<file path="src/rtl/vector_reconstruct.sv">
// Rebuilds absolute point coordinates from a captured anchor and signed offset vectors,
// emitting one clamped point per valid/ready handshake.
module vector_reconstruct #(
  parameter int N_TRACKING_POINTS = 4,
  parameter int H_MAX = 1279,
  parameter int V_MAX = 719,
  localparam int IW = $clog2(N_TRACKING_POINTS)
) (
  input  logic                                       clk_in,
  input  logic                                       rst_in,
  input  logic                                       start_in,
  input  logic [10:0]                                anchor_x_in,
  input  logic [9:0]                                 anchor_y_in,
  input  logic signed [N_TRACKING_POINTS-2:0][15:0]  vectors_x_in,
  input  logic signed [N_TRACKING_POINTS-2:0][15:0]  vectors_y_in,
  output logic [10:0]                                point_x_out,
  output logic [9:0]                                 point_y_out,
  output logic [IW-1:0]                              point_idx_out,
  output logic                                       point_clipped_out,
  output logic                                       point_valid_out,
  input  logic                                       point_ready_in,
  output logic                                       busy_out,
  output logic                                       done_out
);

  localparam logic [IW-1:0]      LAST_IDX = IW'(N_TRACKING_POINTS - 2);
  localparam logic signed [16:0] H_LIM    = 17'(H_MAX);
  localparam logic signed [16:0] V_LIM    = 17'(V_MAX);
  localparam logic [10:0]        H_MAX_X  = 11'(H_MAX);
  localparam logic [9:0]         V_MAX_Y  = 10'(V_MAX);

  typedef enum logic [1:0] {IDLE, EMIT, DONE} state_t;

  state_t state;

  logic [10:0]                               anchor_x_q;
  logic [9:0]                                anchor_y_q;
  logic signed [N_TRACKING_POINTS-2:0][15:0] vec_x_q;
  logic signed [N_TRACKING_POINTS-2:0][15:0] vec_y_q;

  logic [IW-1:0]      nxt_idx;
  logic [10:0]        src_ax;
  logic [9:0]         src_ay;
  logic [15:0]        src_vx;
  logic [15:0]        src_vy;
  logic signed [16:0] sum_x;
  logic signed [16:0] sum_y;
  logic [10:0]        cand_x;
  logic [9:0]         cand_y;
  logic               clip_x;
  logic               clip_y;
  logic               handshake;

  // In IDLE point 0 comes straight from the live inputs; afterwards from the captured copy.
  always_comb begin
    nxt_idx = (point_idx_out == LAST_IDX) ? point_idx_out : point_idx_out + IW'(1);
    src_ax  = anchor_x_q;
    src_ay  = anchor_y_q;
    src_vx  = vec_x_q[nxt_idx];
    src_vy  = vec_y_q[nxt_idx];
    if (state == IDLE) begin
      src_ax = anchor_x_in;
      src_ay = anchor_y_in;
      src_vx = vectors_x_in[0];
      src_vy = vectors_y_in[0];
    end

    sum_x = $signed({6'b0, src_ax}) + $signed({src_vx[15], src_vx});
    sum_y = $signed({7'b0, src_ay}) + $signed({src_vy[15], src_vy});

    clip_x = 1'b0;
    cand_x = sum_x[10:0];
    if (sum_x[16]) begin
      clip_x = 1'b1;
      cand_x = '0;
    end else if (sum_x > H_LIM) begin
      clip_x = 1'b1;
      cand_x = H_MAX_X;
    end

    clip_y = 1'b0;
    cand_y = sum_y[9:0];
    if (sum_y[16]) begin
      clip_y = 1'b1;
      cand_y = '0;
    end else if (sum_y > V_LIM) begin
      clip_y = 1'b1;
      cand_y = V_MAX_Y;
    end

    handshake = point_valid_out & point_ready_in;
  end

  always_ff @(posedge clk_in or posedge rst_in) begin
    if (rst_in) begin
      state             <= IDLE;
      anchor_x_q        <= '0;
      anchor_y_q        <= '0;
      vec_x_q           <= '0;
      vec_y_q           <= '0;
      point_x_out       <= '0;
      point_y_out       <= '0;
      point_idx_out     <= '0;
      point_clipped_out <= 1'b0;
      point_valid_out   <= 1'b0;
      busy_out          <= 1'b0;
      done_out          <= 1'b0;
    end else begin
      case (state)
        IDLE: begin
          done_out <= 1'b0;
          if (start_in) begin
            anchor_x_q        <= anchor_x_in;
            anchor_y_q        <= anchor_y_in;
            vec_x_q           <= vectors_x_in;
            vec_y_q           <= vectors_y_in;
            point_idx_out     <= '0;
            point_x_out       <= cand_x;
            point_y_out       <= cand_y;
            point_clipped_out <= clip_x | clip_y;
            point_valid_out   <= 1'b1;
            busy_out          <= 1'b1;
            state             <= EMIT;
          end
        end
        EMIT: begin
          if (handshake) begin
            if (point_idx_out == LAST_IDX) begin
              point_valid_out <= 1'b0;
              done_out        <= 1'b1;
              state           <= DONE;
            end else begin
              point_idx_out     <= nxt_idx;
              point_x_out       <= cand_x;
              point_y_out       <= cand_y;
              point_clipped_out <= clip_x | clip_y;
            end
          end
        end
        DONE: begin
          done_out <= 1'b0;
          busy_out <= 1'b0;
          state    <= IDLE;
        end
        default: state <= IDLE;
      endcase
    end
  end

endmodule

</file>
<file path="config.mk">
export PLATFORM = sky130hd
export DESIGN_NAME = vector_reconstruct
export DESIGN_NICKNAME = d
export VERILOG_FILES = /design/src/rtl/vector_reconstruct.sv
export SDC_FILE = /design/constraint.sdc
export NUM_CORES = 1
export LEC_CHECK = 0
export CAP_MARGIN = 0
export CELL_PAD_IN_SITES_DETAIL_PLACEMENT = 0
export CELL_PAD_IN_SITES_GLOBAL_PLACEMENT = 2
export CORE_ASPECT_RATIO = 0.6
export CORE_UTILIZATION = 28
export DETAILED_ROUTE_END_ITERATION = 12
export GPL_ROUTABILITY_DRIVEN = 0
export GPL_TIMING_DRIVEN = 0
export HOLD_SLACK_MARGIN = 0.12
export PLACE_DENSITY_LB_ADDON = 0.05
export SETUP_SLACK_MARGIN = 0.2
export SKIP_CTS_REPAIR_TIMING = 1
export SLEW_MARGIN = 20
export SYNTH_ARGS = -nofsm -noshare
export SYNTH_HDL_FRONTEND = slang
export SYNTH_SLANG_ARGS = --single-unit
</file>
<file path="constraint.sdc">
create_clock -name clk_in -period 4.8 [get_ports clk_in]
set_clock_uncertainty 0.05 [all_clocks]
set_input_delay 0.96 -clock clk_in [delete_from_list [all_inputs] [get_ports clk_in]]
set_output_delay 0.96 -clock clk_in [all_outputs]
set_load 0.01 [all_outputs]
</file>
Word level (Yosys, flattened, before mapping)

Cells that the tools add are included.

Input port bits: 121
Register bits: 146

Magnitude comparators: 3
Equal/unequal tests: 7
Bitwise logic cells: 2
Add/subtract/negate cells: 3
Reductions and logical operators: 11
Mux-type cells: 45

Operators by type and width:

| kind                                                            | number |
|---|---|
| 2-to-1 mux 11 bit                                               | 6 |
| binary-select mux 16 bit (select 2 bit)                         | 2 |
| 2-to-1 mux 16 bit                                               | 4 |
| 2-to-1 mux 10 bit                                               | 6 |
| one-hot mux 11 bit (2 select lines)                             | 1 |
| one-hot mux 10 bit (2 select lines)                             | 1 |
| adder 11 x 16 -> 17 bit                                         | 1 |
| adder 12 x 16 -> 17 bit                                         | 1 |
| greater-than comparator 17 x 11 -> 1 bit, second input constant | 1 |
| greater-than comparator 17 x 12 -> 1 bit, second input constant | 1 |
| 2-to-1 mux 2 bit                                                | 7 |
| 2-to-1 mux 1 bit                                                | 12 |
| inequality test 2 bit, second input constant                    | 4 |
| one-hot mux 1 bit (2 select lines)                              | 4 |
| one-hot mux 2 bit (2 select lines)                              | 2 |
| AND reduction 4 bit                                             | 2 |
| AND reduction 3 bit                                             | 2 |
| nonzero test 2 bit                                              | 3 |
| equality test 2 bit, second input constant                      | 2 |
| AND reduction 2 bit                                             | 2 |
| < comparator 2 x 3 -> 1 bit, second input constant              | 1 |
| adder 2 x 1 -> 2 bit, second input constant                     | 1 |
| equality test 2 x 1 -> 1 bit, second input constant             | 1 |
| zero test 2 bit                                                 | 1 |
| other kinds (3)                                                 | 3 |

Depth between registers and ports, before layout

Word-level depth: 13
Mapped depth: 21

Worst setup path before layout

No wires, ideal clock.

Path kind: register -> register
From: register point_idx_out[0]
To: register point_y_out[8]
Library setup time: 122 ps
Path slack: 367 ps
Arrival: 4261 ps
Data required time: 4628 ps
Period minus slack after synthesis: 4433 ps
Stages on the path, launching flop included: 21
Path through: dfrtp_1 inv_1 ha_1 buf_6 buf_2 buf_1 mux2i_1 nor2_1 a21oi_1 a21oi_1 ha_1 inv_1 fa_1 nor2b_1 o31a_1 a2111oi_1 or2_2 o21ai_0 o22ai_1 nor2_1 a32o_1

Longest elaborated chain between the ends: 12

Ends and longest elaborated chain:

| element                                                     | line    | text |
|---|---|---|
| start, declared                                             | 18      | `output logic [IW-1:0] point_idx_out,` |
| start signal, assigned                                      | 133     | `point_idx_out <= nxt_idx;` |
| adder 2 x 1 -> 2 bit or equality test 2 bit (tied branches) | 56, 128 |  |
| 2-to-1 mux 2 bit                                            | 56      | `nxt_idx = (point_idx_out == LAST_IDX) ? point_idx_out : point_idx_out + IW'(1);` |
| binary-select mux 16 bit (select 2 bit)                     | 60      | `src_vy = vec_y_q[nxt_idx];` |
| 2-to-1 mux 16 bit (not written as such)                     | 60      |  |
| 2-to-1 mux 16 bit                                           | 61      | `if (state == IDLE) begin` |
| adder 11 x 16 -> 17 bit                                     | 69      | `sum_y = $signed({7'b0, src_ay}) + $signed({src_vy[15], src_vy});` |
| greater-than comparator 17 x 11 -> 1 bit                    | 86      | `end else if (sum_y > V_LIM) begin` |
| 2-to-1 mux 10 bit                                           | 86      |  |
| 2-to-1 mux 10 bit                                           | 83      | `if (sum_y[16]) begin` |
| 2-to-1 mux 10 bit                                           | 128     | `if (point_idx_out == LAST_IDX) begin` |
| 2-to-1 mux 10 bit                                           | 127     | `if (handshake) begin` |
| one-hot mux 10 bit (2 select lines)                         | 109     | `case (state)` |
| end signal, assigned                                        | 119     | `point_y_out <= cand_y;` |
| end signal, assigned                                        | 135     | `point_y_out <= cand_y;` |
| end, declared                                               | 17      | `output logic [9:0] point_y_out,` |

Parallel ways exist; a longest one is shown, timed or not. The select of a mux whose other input is x is not followed.
A chain may end at the register's enable or synchronous reset.

Final worst setup path

From: register state[0]
To: register point_y_out[8]

Longest elaborated chain between the ends: 9

Ends and longest elaborated chain:

| element                                                | line    | text |
|---|---|---|
| start, declared                                        | 34      | `state_t state;` |
| start signal, assigned                                 | 96      | `state <= IDLE;` |
| start signal, assigned                                 | 123     | `state <= EMIT;` |
| start signal, assigned                                 | 131     | `state <= DONE;` |
| zero test 2 bit                                        | 61, 109 |  |
| 2-to-1 mux 10 bit or 2-to-1 mux 16 bit (tied branches) | 61      |  |
| adder 11 x 16 -> 17 bit                                | 69      |  |
| greater-than comparator 17 x 11 -> 1 bit               | 86      |  |
| 2-to-1 mux 10 bit                                      | 86      |  |
| 2-to-1 mux 10 bit                                      | 83      |  |
| 2-to-1 mux 10 bit                                      | 128     |  |
| 2-to-1 mux 10 bit                                      | 127     |  |
| one-hot mux 10 bit (2 select lines)                    | 109     |  |

Parallel ways exist; a longest one is shown, timed or not. The select of a mux whose other input is x is not followed.

==> results.md <==
Outcome:
- The run finished with clean final reports.

Power:
- Overall power consumption after layout is estimated at 10.0 mW.
- The leakage power is approximately 5.3 nW.
- In this run, the clock network consumes 13.3% of the power.
- Internal power comes to around 5.2 mW.
- The part of the power in registers is between 20% and 30%.
- The switching part of the total power is roughly 48%.
- For this design the total switching power over the nets is approximately 4.9 mW.
- The worst supply voltage drop on vdd is around 0.45 mV.
- The combinational power share is 65.1%.
- Dividing total power by cell area gives a power density of 902 nW/um^2.

Yosys:
- Yosys mapped a number of flops with a built-in enable equal to 0.
- Sequential elements use around 45% of the synthesized area.
- The per-instance average area after synthesis is about 8 um^2.
- The dominant cell type by area after synthesis is dfrtp_1.
- The most used flip-flop cell after synthesis is dfrtp_1.
- Synthesis handed over a netlist of about 1000 instances.
- After synthesis, the largest area contributor takes up approximately 45% of total cell area.
- The netlist uses between 60 and 70 different library cells.
- In the synthesized netlist the async set-or-reset flop fraction comes to 100%.
- Counting flops and latches in the post-synthesis netlist gives ~150.
- The cell area after synthesis is approximately 8100 um^2.
- Synthesis produced a netlist with a net count of around 1200.
- The number of warnings reported in the yosys synthesis log is 0.
- By area the synthesized netlist is led by dfrtp_1 (45%), nand2_1 (21%), mux2i_1 (4.3%).

Final layout:
- The total inserted antenna cells is 0.
- The filler cell count is just under 3000.
- The utilization of the core after routing is between 30% and 40%.
- The share of final-layout standard cells stronger than drive strength 1 is 9.48%.
- The number of nets in the layout is 1357.
- Registers take between 3000 and 4000 um^2.
- From synthesis to final layout, the design area changed by 37.3%.
- Summing all multi-input logic gate instances after layout gives 4370 um^2.

Critical path:
- The type of the worst setup path is reg -> reg.
- STA puts the critical path data arrival time at 4720 ps.
- At the worst endpoint, the required time is ~5100 ps.
- The critical path endpoint category is a flop.
- STA classifies the critical path startpoint as a flop.
- In this run the worst path has a maximum fanout of 10.

Floorplan:
- The number of standard-cell rows in the floorplan is 47.
- After floorplanning, the core was sized to cover approximately 28000 um^2.
- In this run the count of I/O pins placed on the die edge is ~150.
- Measured along the x axis, the die boundary spans 222 um.
- The die is 134 um tall.
- The floorplan step defined a die boundary enclosing between 20000 and 30000 um^2.
- For this configuration, the core starts out at a cell density of 29.0%.

Route:
- The first routing iteration left around 500 violations.
- The number of vias after detailed routing is 7579.
- The DRC violation count after routing is 0.
- The count of nets left with antenna violations once routing finished came out at 0.
- The average detailed-routed wire length per instance is ~19 um.
- The number of vias per cell is around 4.8.
- The first-pass iteration count of the detailed router is 5.
- The final wirelength is 30500 um.

STA:
- The portion of the clock cycle consumed by the worst path in the final layout is between 90 and 100%.
- The pin slew with the least headroom to its limit is 769 ps.
- For the finished layout, the period the worst path requires is 4440 ps.
- The worst-case hold slack is ~420 ps.
- The worst relative slew slack is 48.7%.
- Setup violations remaining at the end of the flow were counted as 0.
- The highest attainable clock frequency is between 200 and 250 MHz.
- The setup total negative slack is 0 ps.
- The final count of pins violating max slew is 0.
- The final hold violation count is 0.
- Setup repair after global routing left no endpoint under its margin.

GRT:
- The global route total overflow is 0.
- The via count of the first global-routing pass was about 7300.
- The number of antenna violations at the first check in global routing is 0.
- The first global-routing pass estimated 46100 um of wire.
- Entering global routing, the biggest net connects 31 pins.
- Global routing used a little over a fifth of the available tracks across all layers.

Placement:
- Once detailed placement completed, the half-perimeter wirelength came to approximately 23000 um.
- The total of buffers placed on input and output ports is 147.

Clock tree:
- After clock tree synthesis, the clock-pin slew on the worst setup and hold paths is roughly 60 ps.
- The later-pin clock latency in the skew report is approximately 440 ps.
- In this run the deepest clock path goes through 2 buffers.
- Clock tree synthesis inserted a total of 17 buffers.
- The CTS tree is done.
- The count of H-tree levels built during CTS is 4.
- CTS placed an instance of clkbuf_16 at the clock tree root.
- The total clock sinks is approximately 150.

Job:
- The number of maximum-capacitance constraint violations is 0.

Min path:
- The type of the tightest min-delay check is reg -> reg.
through the flow:
stage | setup WS (ps) | std cells | cell area (um^2)
2_1_floorplan | 367 | 1028 | 8110
3_3_place_gp | -1410 | 1542 | 10000
3_5_place_dp | -1430 | 1547 | 10100
4_1_cts | -1420 | 1579 | 10700
5_1_grt | 172 | 1591 | 11100
6_report | 357 | 1591 | 11100
Yosys cell counts (7+ instances only):
library cell  instances
a211oi_1              7
a21o_1               11
a21oi_1              57
a2bb2oi_1             8
clkbuf_1             44
dfrtp_1             146
ha_1                 23
inv_1                14
mux2i_1              35
nand2_1             450
nand3_1               8
nor2_1               65
nor3_1               13
o21ai_0              28
o21bai_1              7
xnor2_1              11
layout make-up:
type | count | area share, %
Multi-Input combinational cell | 813 | 39.2
Sequential cell | 146 | 32.8
Timing Repair Buffer | 165 | 15.2
Tap cell | 367 | 4.13
Clock buffer | 19 | 4.07
Buffer | 54 | 2.90
Clock inverter | 13 | 1.11
Inverter | 14 | 0.506
final timing paths:
| path | from | endpoint | slack (ps) | cells after the start |
|---|---|---|---|---|
| min reg2reg | vec_x_q[9] | vec_x_q[9] | 420 | 2 |
| min in group asynchronous | rst_in | vec_y_q[44] | 840 | 2 |
| max in group asynchronous | rst_in | point_x_out[8] | 2900 | 5 |
| max | state[0] | point_y_out[8] | 360 | 16 |
| min | vec_x_q[9] | vec_x_q[9] | 420 | 2 |
| max reg2reg | state[0] | point_y_out[8] | 360 | 16 |
power by group through the flow:
stage | combinational (mW) | clock, mW | sequential (mW)
floorplan | 3.90 | 0 | 2.12
global placement | 5.83 | 0 | 2.19
detailed placement | 5.81 | 0 | 2.17
CTS | 5.85 | 1.37 | 2.16
global route | 7.24 | 1.41 | 2.23
finish | 6.54 | 1.34 | 2.16
registers in the layout, indices dropped and copies added, names as in the netlist:
register and flops:
vec_x_q 48, vec_y_q 48, anchor_x_q 11, point_x_out 11, anchor_y_q 10, point_y_out 10
point_idx_out 2, state 2, busy_out 1, done_out 1, point_clipped_out 1, point_valid_out 1
metal layers:
| layer | part of all wire (%) | wire length [um] | track usage [%] |
|---|---|---|---|
| met4 | 0.89 | 272 | 4.48 |
| met5 | 0 | 0 | 0 |
| met3 | 5.1 | 1570 | 3.88 |
| met2 | 37 | 11400 | 26.7 |
| met1 | 57 | 17300 | 35.5 |
critical path: stages, from the launching register on:
cell,delay (ps)
dfrtp_1,450
or2_4,230
clkbuf_4,240
clkbuf_4,250
buf_2,310
nor2_1,70
a21oi_1,340
ha_1,360
o21a_1,200
o31a_1,160
a2111oi_4,370
buf_4,190
or2_2,150
o21ai_1,110
o22ai_4,450
nor2_4,110
a32o_1,270
cell usage in the layout (no fill, tap or decap), drive strengths merged, types with 4 or more instances in the layout:
master           n
nand2          450
nor2            65
inv             19
o21a             5
o21bai           7
nand3            8
a21o            11
o22ai            5
o21ai           30
clkdlybuf4s50  147
xnor2           11
a211o            4
mux2i           35
nor2b            5
a2bb2oi          8
clkbuf          61
nand2b           5
ha              23
or2              6
clkinv           4
buf             30
o211ai           5
dfrtp          146
nor3            13
a211oi           9
xor2             4
a21oi           57
kinds of logic after synthesis:
group                      Yosys count  share of synthesized area [%]
AOI/OAI and AO/OA                  166                           13.2
xor gates and xnor gates            15                           1.62
and+or+nand+nor                    571                           28.2
muxes                               36                           4.46
adders and majority gates           25                           4.05
buffers and inverters               69                           3.40
DFF                                146                           45.1
(Power assumes the default switching activity.)
